$ cat src/rtl/pipeline_hazard_ctrl.sv
// Hazard/sequencing controller for the 5-stage pipeline: load-use stalls, ID redirects,
// data-memory freezes with a watchdog, and saturating stall/flush counters.
module pipeline_hazard_ctrl #(
    parameter int unsigned CNT_W   = 16,
    parameter int unsigned TIMEOUT = 255
) (
    input  logic             clk_i,
    input  logic             rst_i,
    input  logic [4:0]       id_rs_i,
    input  logic [4:0]       id_rt_i,
    input  logic             id_uses_rt_i,
    input  logic             ex_memread_i,
    input  logic [4:0]       ex_rt_i,
    input  logic             branch_taken_i,
    input  logic             jump_i,
    input  logic             mem_stall_i,
    output logic             pc_write_o,
    output logic             ifid_write_o,
    output logic             ifid_flush_o,
    output logic             idex_bubble_o,
    output logic             stall_all_o,
    output logic             timeout_o,
    output logic [CNT_W-1:0] stall_cycles_o,
    output logic [CNT_W-1:0] flush_count_o
);

    localparam int unsigned WD_W = $clog2(TIMEOUT + 1);
    localparam logic [CNT_W-1:0] CNT_MAX = '1;

    typedef enum logic [1:0] {
        ST_RUN      = 2'd0,
        ST_MEM_WAIT = 2'd1,
        ST_DEAD     = 2'd2
    } state_e;

    state_e           state_q, state_d;
    logic [WD_W-1:0]  wdog_q, wdog_d;
    logic [CNT_W-1:0] stall_cycles_q, stall_cycles_d;
    logic [CNT_W-1:0] flush_count_q, flush_count_d;

    logic load_use_c;
    logic redirect_c;
    logic dec_pc_write;
    logic dec_ifid_write;
    logic dec_ifid_flush;
    logic dec_idex_bubble;

    // Unfrozen decode: load-use wins over redirect, which wins over normal flow.
    always_comb begin
        load_use_c = ex_memread_i && (ex_rt_i != 5'd0) &&
                     ((ex_rt_i == id_rs_i) || (id_uses_rt_i && (ex_rt_i == id_rt_i)));
        redirect_c = branch_taken_i || jump_i;
        dec_pc_write    = 1'b1;
        dec_ifid_write  = 1'b1;
        dec_ifid_flush  = 1'b0;
        dec_idex_bubble = 1'b0;
        if (load_use_c) begin
            dec_pc_write    = 1'b0;
            dec_ifid_write  = 1'b0;
            dec_idex_bubble = 1'b1;
        end else if (redirect_c) begin
            dec_ifid_flush  = 1'b1;
        end
    end

    // Next-state, watchdog, control outputs and counter updates.
    always_comb begin
        state_d        = state_q;
        wdog_d         = wdog_q;
        pc_write_o     = 1'b0;
        ifid_write_o   = 1'b0;
        ifid_flush_o   = 1'b0;
        idex_bubble_o  = 1'b0;
        stall_all_o    = 1'b0;
        timeout_o      = 1'b0;

        case (state_q)
            ST_RUN: begin
                if (mem_stall_i) begin
                    stall_all_o = 1'b1;
                    state_d     = ST_MEM_WAIT;
                    wdog_d      = WD_W'(1);
                end else begin
                    pc_write_o    = dec_pc_write;
                    ifid_write_o  = dec_ifid_write;
                    ifid_flush_o  = dec_ifid_flush;
                    idex_bubble_o = dec_idex_bubble;
                end
            end
            ST_MEM_WAIT: begin
                if (mem_stall_i) begin
                    stall_all_o = 1'b1;
                    if (wdog_q == WD_W'(TIMEOUT)) begin
                        state_d = ST_DEAD;
                    end else begin
                        wdog_d = wdog_q + WD_W'(1);
                    end
                end else begin
                    pc_write_o    = dec_pc_write;
                    ifid_write_o  = dec_ifid_write;
                    ifid_flush_o  = dec_ifid_flush;
                    idex_bubble_o = dec_idex_bubble;
                    state_d       = ST_RUN;
                    wdog_d        = '0;
                end
            end
            ST_DEAD: begin
                stall_all_o = 1'b1;
                timeout_o   = 1'b1;
            end
            default: begin
                state_d = ST_RUN;
                wdog_d  = '0;
            end
        endcase

        stall_cycles_d = stall_cycles_q;
        if (!pc_write_o && (stall_cycles_q != CNT_MAX)) begin
            stall_cycles_d = stall_cycles_q + CNT_W'(1);
        end
        flush_count_d = flush_count_q;
        if (ifid_flush_o && (flush_count_q != CNT_MAX)) begin
            flush_count_d = flush_count_q + CNT_W'(1);
        end
    end

    always_ff @(posedge clk_i or negedge rst_i) begin
        if (!rst_i) begin
            state_q        <= ST_RUN;
            wdog_q         <= '0;
            stall_cycles_q <= '0;
            flush_count_q  <= '0;
        end else begin
            state_q        <= state_d;
            wdog_q         <= wdog_d;
            stall_cycles_q <= stall_cycles_d;
            flush_count_q  <= flush_count_d;
        end
    end

    assign stall_cycles_o = stall_cycles_q;
    assign flush_count_o  = flush_count_q;

endmodule

$ cat config.mk
export PLATFORM = sky130hd
export DESIGN_NAME = pipeline_hazard_ctrl
export DESIGN_NICKNAME = d
export VERILOG_FILES = /design/src/rtl/pipeline_hazard_ctrl.sv
export SDC_FILE = /design/constraint.sdc
export NUM_CORES = 1
export LEC_CHECK = 0
export CAP_MARGIN = 0
export CORE_UTILIZATION = 45
export CTS_CLUSTER_DIAMETER = 200
export DETAILED_ROUTE_END_ITERATION = 7
export PLACE_DENSITY = 0.75
export SYNTH_ARGS = -nofsm -noshare
export SYNTH_HDL_FRONTEND = slang
export SYNTH_SLANG_ARGS = --single-unit
export TNS_END_PERCENT = 50
$ cat constraint.sdc
create_clock -name clk_i -period 5.5 [get_ports clk_i]
set_input_delay 0.825 -clock clk_i [delete_from_list [all_inputs] [get_ports clk_i]]
set_output_delay 0.825 -clock clk_i [all_outputs]
set_load 0.05 [all_outputs]
==> run summary, run 1 <==
Outcome: finished, final reports clean
First-pass GRT wire length: 7.990 mm
Largest net degree at the start of global routing: 43
Metal3 WL: 202 microns
Area delta synth->final: 32.24%
Required time worst endpoint: 4.68 ns
Fin nets: 318
Via count: 1922
WP data arrival: 3.38 ns
Sequential power share: 40.8%
Post-CTS setup buffer count: 0
Number of synthesized flops with an enable pin: 0
Placer Congestion: 0.8186
Most used DFF post-synth: dfrtp_1
Synth Instances: 232
Critical path, cell by cell: clkdlybuf4s50_1, xor2_1, nor4_2, a32oi_1, or2_1, nor3_1, clkdlybuf4s50_1
Combinational Power Share: 39.8%
Worst Path Buf+Inv: 2
Leading area contributor after synthesis: dfrtp_1
Actual slew at the worst max-slew pin: 0.9471 ns
RSZ-0062 raised after global routing: no
Syn Area/Cell: 9.718 sq um
Met2 WL: 2.256 mm
Sw Share: 41.75%
Max-capacitance violation count: 0
CTS Hold Bufs: 0
Worst path max stage delay: 0.84 ns
# port buffers: 59
Clock skew: 0.01176 ns
Most used cell, CP: clkdlybuf4s50_1
CTS sink cnt: 42
DRC viols: 0
Syn Nets: 257
Post-route ant nets: 0
Compound-Gate Fraction of Synth Area: 11.10%
Fmax: 237.7 MHz
Final Cell Area: 0.002982 sq mm
Die Width: 72.79 microns
Row count: 25
PD cells: 355.4 mW/mm^2
Sum of negative setup slack: 0 ns
Seq cells post-synth: 42
Routed WL per cell: 13.18 microns
Clock Tree Root: clkbuf_8
Commonest non-fill, non-tap cell in the layout: clkdlybuf4s50_1
Core Footprint: 0.004786 sq mm
P_sw: 442.4 uW
Post-DP Area: 0.002890 sq mm
Mux cell area share after synthesis: 2.941%
Simple-gate share of the synthesized area: 22.53%
Slew Viols, Final: 0
Diodes inserted: 0
Slew headroom: 36.48%
Area of the die: 0.005298 sq mm
Top post-synthesis cells by area: dfrtp_1, xor2_1, xnor2_1
Routed wire length: 4.759 mm
Post-Synth XOR/XNOR Area: 12.82%
Yosys top cell area share: 46.61%
Critical Setup Path Class: input port to output pin
Total gr overflow: 0
CP max stage cell: clkdlybuf4s50_1
Adder-Cell Fraction of Synth Area: 1.665%
Commonest cells after routing, fill and taps aside: clkdlybuf4s50_1, dfrtp_1, nand3_1
Worst Hold Class: register to register
Pre-antenna DRT Iters: 4
Layout cells sized above 1: 5.102%
CTS tree: built
Yosys cell types: 43
Post-DP HPWL: 3.488 mm
Reg clk slew, reported paths: 0.08 ns
Internal: 617.3 uW
CTS H-Tree Depth: 2
Total GRT Usage: 19.50%
Largest family of logic cells by synthesized area: simple AND/OR/NAND/NOR gates
CP Capture Type: output pin
Clock period minus worst slack: 4.208 ns
Seq/Total Area, Yosys: 46.61%
Final hold slack: 0.4927 ns
Crit path max-delay family: buffers and inverters
Top Metal Used: met4
CP Launch Type: input port
Mapped cell area: 0.002255 sq mm
Initial antenna violation count: 0
Peak supply drop: 0.2764 mV
Wl on met1: 2.248 mm
Clk Latency, worst-skew pair: 0.30 ns
Count of final hold-check violations: 0
Clock Power Share: 19.4%
CP max FO: 10
Bufs on Longest Clock Path: 2
Die H: 72.79 microns
DR vias/cell: 5.324
Boundary Pins: 60
Cts repair resizes: 0
Ys async rst share: 100.0%
Vias in the first global route: 1797
Crit share post-route: 76.50%
Initial core utilization: 47.11%
Lkg Pwr: 0.001242 uW
Num CTS Buffers: 5
Initial DRC count: 121
Syn. warnings: 0
# setup viols final: 0
-- path summary, 6_finish.rpt --
| path | start | end | slack (ns) | cells after the start |
|---|---|---|---|---|
| max | ex_rt_i[3] | idex_bubble_o | 1.29 | 7 |
| min | stall_cycles_o[11] | stall_cycles_o[11] | 0.49 | 1 |
| max reg2reg | stall_cycles_o[0] | stall_cycles_o[1] | 3.15 | 6 |
| min reg2reg | stall_cycles_o[11] | stall_cycles_o[11] | 0.49 | 1 |
| max in group asynchronous | rst_i | flush_count_o[8] | 4.26 | 1 |
| min in group asynchronous | rst_i | wdog_q[2] | 0.65 | 1 |
-- flip-flops by register name (all words and copies together) (netlist names) --
signal and count:
flush_count_o 16, state_q 2, stall_cycles_o 16, wdog_q 8
-- power by group through the flow --
stage | combinational, uW | clock [uW] | sequential [uW]
final | 422 | 206 | 432
after global routing | 447 | 228 | 441
after CTS | 425 | 211 | 431
after detailed placement | 424 | 0 | 437
after global placement | 419 | 0 | 436
after floorplan | 105 | 0 | 600
-- cells in the mapped netlist, types with 3 or more instances --
master    count
dfrtp_1      42
nand3_1      20
nand2_1      18
nor2_1       18
xor2_1       18
xnor2_1      15
o21ai_0      11
nand4_1      10
nor3_1        9
a21oi_1       8
and3_1        6
a31oi_1       5
inv_1         5
nand2b_1      5
ha_1          3
mux2_2        3
-- per-stage QoR --
| step | total power [uW] | setup WS [ns] | util, % | instances |
|---|---|---|---|---|
| 3_5_place_dp | 860.8 | 1.277 | 60.39 | 353 |
| 2_1_floorplan | 705.5 | 1.514 | - | 232 |
| 4_1_cts | 1067 | 1.277 | 62.30 | 361 |
| 6_report | 1060 | 1.292 | 62.30 | 361 |
| 5_1_grt | 1116 | 1.116 | 62.30 | 361 |
| 3_3_place_gp | 855.2 | 1.288 | 60.39 | 353 |
-- cells by family (layout without fill, tap and decap cells) --
logic type               count (synthesis)  in the layout
AND/OR/NAND/NOR                         99             99
adder cells (fa/ha/maj)                  3              3
buffers and inverters                   10             72
multiplexers                             6              6
flip-flops                              42             42
XOR/XNOR                                33             33
AO/OA/AOI/OAI                           39             39
-- layer usage --
metal	up-vias	global-route usage, %
met2	45	31.46
met3	5	5.110
met1	917	26.04
met5	-	0
li1	955	-
met4	0	5.229
-- layout make-up --
cell class	instances	area, sq um
Clock buffer	7	86.33
Clock inverter	1	5.005
Fill cell	424	1804
Inverter	5	18.77
Multi-Input combinational cell	180	1151
Sequential cell	42	1051
Tap cell	67	83.83
Timing Repair Buffer	59	585.6
Power figures use the tool's default switching activity.
==> inputs of run 2 (changes only) <==
==> constraint.sdc (replaced) <==
create_clock -name clk_i -period 4.4 [get_ports clk_i]
set_input_delay 0.66 -clock clk_i [delete_from_list [all_inputs] [get_ports clk_i]]
set_output_delay 0.66 -clock clk_i [all_outputs]
set_load 0.05 [all_outputs]
==> run 2 against run 1 <==
Effect of this change:
- sequential power is 25% higher
- flip-flop and latch count stayed put
- non-clock buffer count stayed put
- first-iteration DRC count is 21% lower
- via count is 0.10% lower
- register-to-register slack worse by 1.1 ns
- clock skew is 0.0063 ns lower
==> run summary, run 2 (synthesis results as in run 1) <==
Outcome: finished, final reports clean
CP Capture Type: output pin
Vias in the first global route: 1780 (-0.95%)
Lkg Pwr: 0.001242 uW (unchanged)
Fmax: 254.9 MHz
Die Width: 72.79 microns (unchanged)
Post-CTS setup buffer count: 0 (unchanged)
Boundary Pins: 60 (unchanged)
Max-capacitance violation count: 0 (unchanged)
Commonest cells after routing, fill and taps aside: clkdlybuf4s50_1, dfrtp_1, nand3_1
Diodes inserted: 0 (unchanged)
Pre-antenna DRT Iters: 4 (unchanged)
Slew Viols, Final: 0 (unchanged)
Worst Hold Class: input port to async pin
Initial DRC count: 95 (-21%)
Most used cell, CP: clkdlybuf4s50_1
CP Launch Type: input port
Commonest non-fill, non-tap cell in the layout: clkdlybuf4s50_1
Flop2flop setup slack: 2.05 ns (-1.10 ns)
Initial core utilization: 47.11% (unchanged)
Slew headroom: 36.18% (-0.30 points)
Clock period minus worst slack: 3.924 ns
Fin nets: 318 (unchanged)
Total gr overflow: 0 (unchanged)
RSZ-0062 raised after global routing: no
Count of final hold-check violations: 0 (unchanged)
Row count: 25 (unchanged)
CTS sink cnt: 42 (unchanged)
Placer Congestion: 0.8185 (about the same)
DR vias/cell: 5.319 (-0.10%)
Routed WL per cell: 13.14 microns (-0.36%)
Critical path, cell by cell: clkdlybuf4s50_1, xor2_1, nor4_2, a32oi_1, or2_1, nor3_1, clkdlybuf4s50_1
Reg clk slew, reported paths: 0.08 ns (about the same)
Actual slew at the worst max-slew pin: 0.9515 ns (+0.004429 ns)
Critical Setup Path Class: input port to output pin
Area delta synth->final: 32.24% (unchanged)
Cts repair resizes: 0 (unchanged)
Area of the die: 0.005298 sq mm (unchanged)
Required time worst endpoint: 3.74 ns (-0.94 ns)
Clock skew: 0.005491 ns (-0.006271 ns)
Peak supply drop: 0.3428 mV (+24%)
# port buffers: 59 (unchanged)
Initial antenna violation count: 0 (unchanged)
Clk Latency, worst-skew pair: 0.29 ns (about the same)
Total GRT Usage: 19.20% (-0.30 points)
First-pass GRT wire length: 7.845 mm (-1.8%)
Crit share post-route: 89.17%
Num CTS Buffers: 5 (unchanged)
CP max FO: 10 (unchanged)
Post-route ant nets: 0 (unchanged)
CTS H-Tree Depth: 2 (unchanged)
CTS Hold Bufs: 0 (unchanged)
Bufs on Longest Clock Path: 2 (unchanged)
# setup viols final: 0 (unchanged)
Sum of negative setup slack: 0 ns (unchanged)
Largest net degree at the start of global routing: 43 (unchanged)
DRC viols: 0 (unchanged)
CP max stage cell: clkdlybuf4s50_1
Final hold slack: 0.4932 ns (+0.0004980 ns)
Die H: 72.79 microns (unchanged)
Routed wire length: 4.742 mm (-0.36%)
Core Footprint: 0.004786 sq mm (unchanged)
Clock Tree Root: clkbuf_8
Layout cells sized above 1: 5.102% (unchanged)
WP data arrival: 3.26 ns (-0.12 ns)
PD cells: 443.5 mW/mm^2 (+25%)
CTS tree: built
Worst path max stage delay: 0.85 ns (about the same)
Via count: 1920 (-0.10%)
Post-DP HPWL: 3.473 mm (-0.42%)
-- run 2: cell counts in the layout (fill, tap and decap cells not counted) --
Identical to the previous run, type by type.
-- run 2: routing by layer --
metal  vias to the layer above  wire length, microns  GRT usage, %
met2                        50                  2190         29.91
met5                         -                     0             0
met1                       913                  2275         25.96
met4                         0                    61         7.407
li1                        952                     -             -
met3                         5                   215         4.558
-- run 2: report_power, final --
part | internal, uW | total (uW) | switching, uW
Combinational | 193 | 527 | 334
Clock | 127 | 256 | 129
Sequential | 452 | 539 | 87.3
-- run 2: through the flow --
| stage | instances | power [uW] | utilization [%] | cell area (sq um) | worst slack [ns] |
|---|---|---|---|---|---|
| after floorplan | 232 | 881.9 | - | 2255 | 0.7435 |
| after detailed placement | 353 | 1076 | 60.39 | 2890 | 0.4700 |
| final | 361 | 1322 | 62.30 | 2982 | 0.4764 |
| after global placement | 353 | 1069 | 60.39 | 2890 | 0.5177 |
| after global routing | 361 | 1395 | 62.30 | 2982 | 0.2949 |
| after CTS | 361 | 1336 | 62.30 | 2982 | 0.4701 |
-- run 2: final cells by class --
| type | count | area, sq um |
|---|---|---|
| clock buffers | 7 | 86.33 |
| multi-input cells | 180 | 1151 |
| repair buffers | 59 | 585.6 |
| clock inverters | 1 | 5.005 |
| flip-flops and latches | 42 | 1051 |
| fillers | 434 | 1804 |
| inverters | 5 | 18.77 |
| well taps | 67 | 83.83 |
-- run 2: final timing paths --
kind,startpoint,to,depth (start not counted)
hold / removal,rst_i,wdog_q[3],1
hold reg to reg,stall_cycles_o[11],stall_cycles_o[11],1
setup / recovery,ex_rt_i[3],idex_bubble_o,7
min in group clk_i,stall_cycles_o[11],stall_cycles_o[11],1
setup reg to reg,stall_cycles_o[0],stall_cycles_o[1],6
max in group asynchronous,rst_i,flush_count_o[13],1
-- run 2: critical path, delay by kind of cell --
kind                      cells  cell delay [ns]
AOI/OAI and AO/OA             1             0.22
xor gates and xnor gates      1             0.19
buffers and inverters         2             1.31
and+or+nand+nor               3             0.89
==> inputs of run 3 (changes only) <==
--- a/config.mk
+++ b/config.mk
@@ -5,11 +5,12 @@
 export SDC_FILE = /design/constraint.sdc
 export NUM_CORES = 1
 export LEC_CHECK = 0
+export ABC_AREA = 1
 export CAP_MARGIN = 0
-export CORE_UTILIZATION = 45
+export CORE_UTILIZATION = 46
 export CTS_CLUSTER_DIAMETER = 200
 export DETAILED_ROUTE_END_ITERATION = 7
-export PLACE_DENSITY = 0.75
+export PLACE_DENSITY = 0.73
 export SYNTH_ARGS = -nofsm -noshare
 export SYNTH_HDL_FRONTEND = slang
 export SYNTH_SLANG_ARGS = --single-unit
==> run 3 against run 2 <==
Effect of this change:
- hold slack improved by 0.021 ns
- via count increased by 44%
- setup slack better by 0.43 ns
- die area up 23%
- flip-flop and latch count unchanged
- critical endpoint is now ifid_flush_o
==> run summary, run 3 <==
Final Non-Filler Cells: 539 (+49%)
P_sw: 447.8 uW (-19%)
CP max FO: 15 (+5)
Reg clk slew, reported paths: 0.08 ns (about the same)
Most used DFF post-synth: dfrtp_1
Internal: 675.3 uW (-12%)
Peak supply drop: 0.3811 mV (+11%)
Syn. warnings: 0 (unchanged)
Fmax: 285.9 MHz (+12%)
Count of final hold-check violations: 0 (unchanged)
Seq cells post-synth: 42 (unchanged)
Layout cells sized above 1: 6.466% (+1.4 points)
Simple-gate share of the synthesized area: 41.87% (+19 points)
Sw Share: 39.87% (-1.8 points)
Pre-antenna DRT Iters: 4 (unchanged)
CTS sink cnt: 42 (unchanged)
Yosys cell types: 31 (-28%)
Max-capacitance violation count: 0 (unchanged)
CTS Hold Bufs: 0 (unchanged)
Initial DRC count: 143 (+51%)
# port buffers: 59 (unchanged)
Fin nets: 489 (+54%)
DR vias/cell: 5.119 (-3.8%)
Syn Nets: 431 (+68%)
Leading area contributor after synthesis: dfrtp_1
Cts repair resizes: 0 (unchanged)
Boundary Pins: 60 (unchanged)
WP data arrival: 2.84 ns (-0.42 ns)
Placed cell count: 532 (+51%)
Crit share post-route: 79.48% (-9.7 points)
Number of synthesized flops with an enable pin: 0 (unchanged)
Required time worst endpoint: 3.74 ns (about the same)
Via count: 2759 (+44%)
Post-DP HPWL: 4.665 mm (+34%)
Final Cell Area: 0.003547 sq mm (+19%)
Fillcell total: 530 (+22%)
Compound-Gate Fraction of Synth Area: 3.173% (-7.9 points)
Worst Hold Class: input port to async pin
Post-Synth XOR/XNOR Area: 7.404% (-5.4 points)
CTS H-Tree Depth: 2 (unchanged)
Yosys top cell area share: 37.02% (-9.6 points)
Sequential power share: 43.3% (+2.5 points)
PD cells: 316.6 mW/mm^2 (-29%)
Outcome: finished, final reports clean
Vias in the first global route: 2505 (+41%)
Actual slew at the worst max-slew pin: 0.9473 ns (-0.004243 ns)
Diodes inserted: 0 (unchanged)
Adder-Cell Fraction of Synth Area: 1.322% (-0.34 points)
CP Launch Type: input port
Row count: 28 (+12%)
Commonest cells in the synthesized netlist: nand2_1, inv_1, dfrtp_1
DRC viols: 0 (unchanged)
Bufs on Longest Clock Path: 2 (unchanged)
Area of the die: 0.006490 sq mm (+23%)
CP max stage cell: clkdlybuf4s50_1
Seq/Total Area, Yosys: 37.02% (-9.6 points)
Routed WL per cell: 11.86 microns (-9.7%)
Post-route ant nets: 0 (unchanged)
Post-DP Area: 0.003471 sq mm (+20%)
Critical Setup Path Class: input port to output pin
Top post-synthesis cells by area: dfrtp_1, nand2_1, nand4_1
Combinational Power Share: 35.6% (-4.3 points)
Critical path, cell by cell: clkdlybuf4s50_1, nand2_1, nand2_1, nor2_1, nand3_1, nand2_2, nand2_4, nand2_4, a21oi_1, clkdlybuf4s50_1
Slew headroom: 36.85% (+0.66 points)
Largest family of logic cells by synthesized area: simple AND/OR/NAND/NOR gates
Total GRT Usage: 21.31% (+2.1 points)
Clock period minus worst slack: 3.497 ns (-0.4263 ns)
Die H: 80.56 microns (+11%)
Ys async rst share: 100.0% (unchanged)
Largest net degree at the start of global routing: 43 (unchanged)
Slew Viols, Final: 0 (unchanged)
Clk Latency, worst-skew pair: 0.29 ns (about the same)
Worst path max stage delay: 0.81 ns (-0.04 ns)
Post-CTS setup buffer count: 0 (unchanged)
Synth Instances: 406 (+75%)
Clock skew: 0.004986 ns (-0.0005048 ns)
Commonest non-fill, non-tap cell in the layout: nand2_1
Initial antenna violation count: 0 (unchanged)
CTS tree: built
Initial core utilization: 47.95% (+0.84 points)
Sum of negative setup slack: 0 ns (unchanged)
Final hold slack: 0.5142 ns (+0.02096 ns)
Clock Tree Root: clkbuf_8
RSZ-0062 raised after global routing: no
Lkg Pwr: 0.001718 uW (+38%)
Most frequent cell after synthesis: nand2_1
CP Capture Type: output pin
Mux cell area share after synthesis: 0% (-2.9 points)
Total gr overflow: 0 (unchanged)
Syn Area/Cell: 6.993 sq um (-28%)
Num CTS Buffers: 5 (unchanged)
Routed wire length: 6.393 mm (+35%)
Core Footprint: 0.005921 sq mm (+24%)
Commonest cells after routing, fill and taps aside: nand2_1, clkdlybuf4s50_1, inv_1, dfrtp_1, nor2_1
Placer Congestion: 0.8494 (+3.8%)
Mapped cell area: 0.002839 sq mm (+26%)
Die Width: 80.56 microns (+11%)
Clock Power Share: 21.1% (+1.7 points)
Final Power: 1123 uW (-15%)
First-pass GRT wire length: 10.99 mm (+40%)
Area delta synth->final: 24.94%
# setup viols final: 0 (unchanged)
## run 3: logic make-up after synthesis
| logic type | count (synthesis) |
|---|---|
| AOI/OAI and AO/OA | 15 |
| xor gates and xnor gates | 24 |
| adders and majority gates | 3 |
| buffers and inverters | 64 |
| DFF | 42 |
| and+or+nand+nor | 258 |
## run 3: worst paths after layout
path / startpoint / endpoint / slack (ns) / cells after the start
min: rst_i / flush_count_o[9] / 0.51 / 1
max reg2reg: flush_count_o[1] / flush_count_o[9] / 2.43 / 7
min in group clk_i: stall_cycles_o[15] / stall_cycles_o[15] / 0.52 / 2
min reg2reg: stall_cycles_o[15] / stall_cycles_o[15] / 0.52 / 2
max: ex_rt_i[4] / ifid_flush_o / 0.90 / 10
max in group asynchronous: rst_i / stall_cycles_o[6] / 3.30 / 1
## run 3: cell type report
| type | count | area [sq um] | area share [%] |
|---|---|---|---|
| Clock buffer | 7 | 76.32 | 2.152 |
| Inverter | 55 | 206.4 | 5.820 |
| Multi-Input combinational cell | 300 | 1526 | 43.03 |
| Sequential cell | 42 | 1051 | 29.63 |
| Tap cell | 75 | 93.84 | 2.646 |
| Timing Repair Buffer | 60 | 593.1 | 16.72 |
## run 3: worst max-delay path: cells and delay by family
family	cells	cell delay [ns]
buf+inv	2	1.39
compound gates	1	0.15
simple gates	7	0.62
## run 3: metal layers
metal	GRT usage, %	up-vias	share of wire [%]
met3	3.523	7	5.2
met1	27.41	1263	47
li1	-	1412	-
met5	0	-	0
met4	4.821	0	0.97
met2	37.03	77	47
## run 3: power by group through the flow
stage / combinational, uW / sequential (uW) / clock, uW
after floorplan: 140 / 608 / 0
after global placement: 393 / 490 / 0
after detailed placement: 402 / 493 / 0
after CTS: 402 / 486 / 247
after global routing: 429 / 495 / 264
final: 400 / 486 / 238
## run 3: per-stage QoR
stage / worst slack [ns] / utilization, %
after floorplan: 1.598 / -
after global placement: 0.9271 / 58.62
after detailed placement: 0.9107 / 58.62
after CTS: 0.9092 / 59.91
after global routing: 0.7835 / 59.91
final: 0.9027 / 59.91
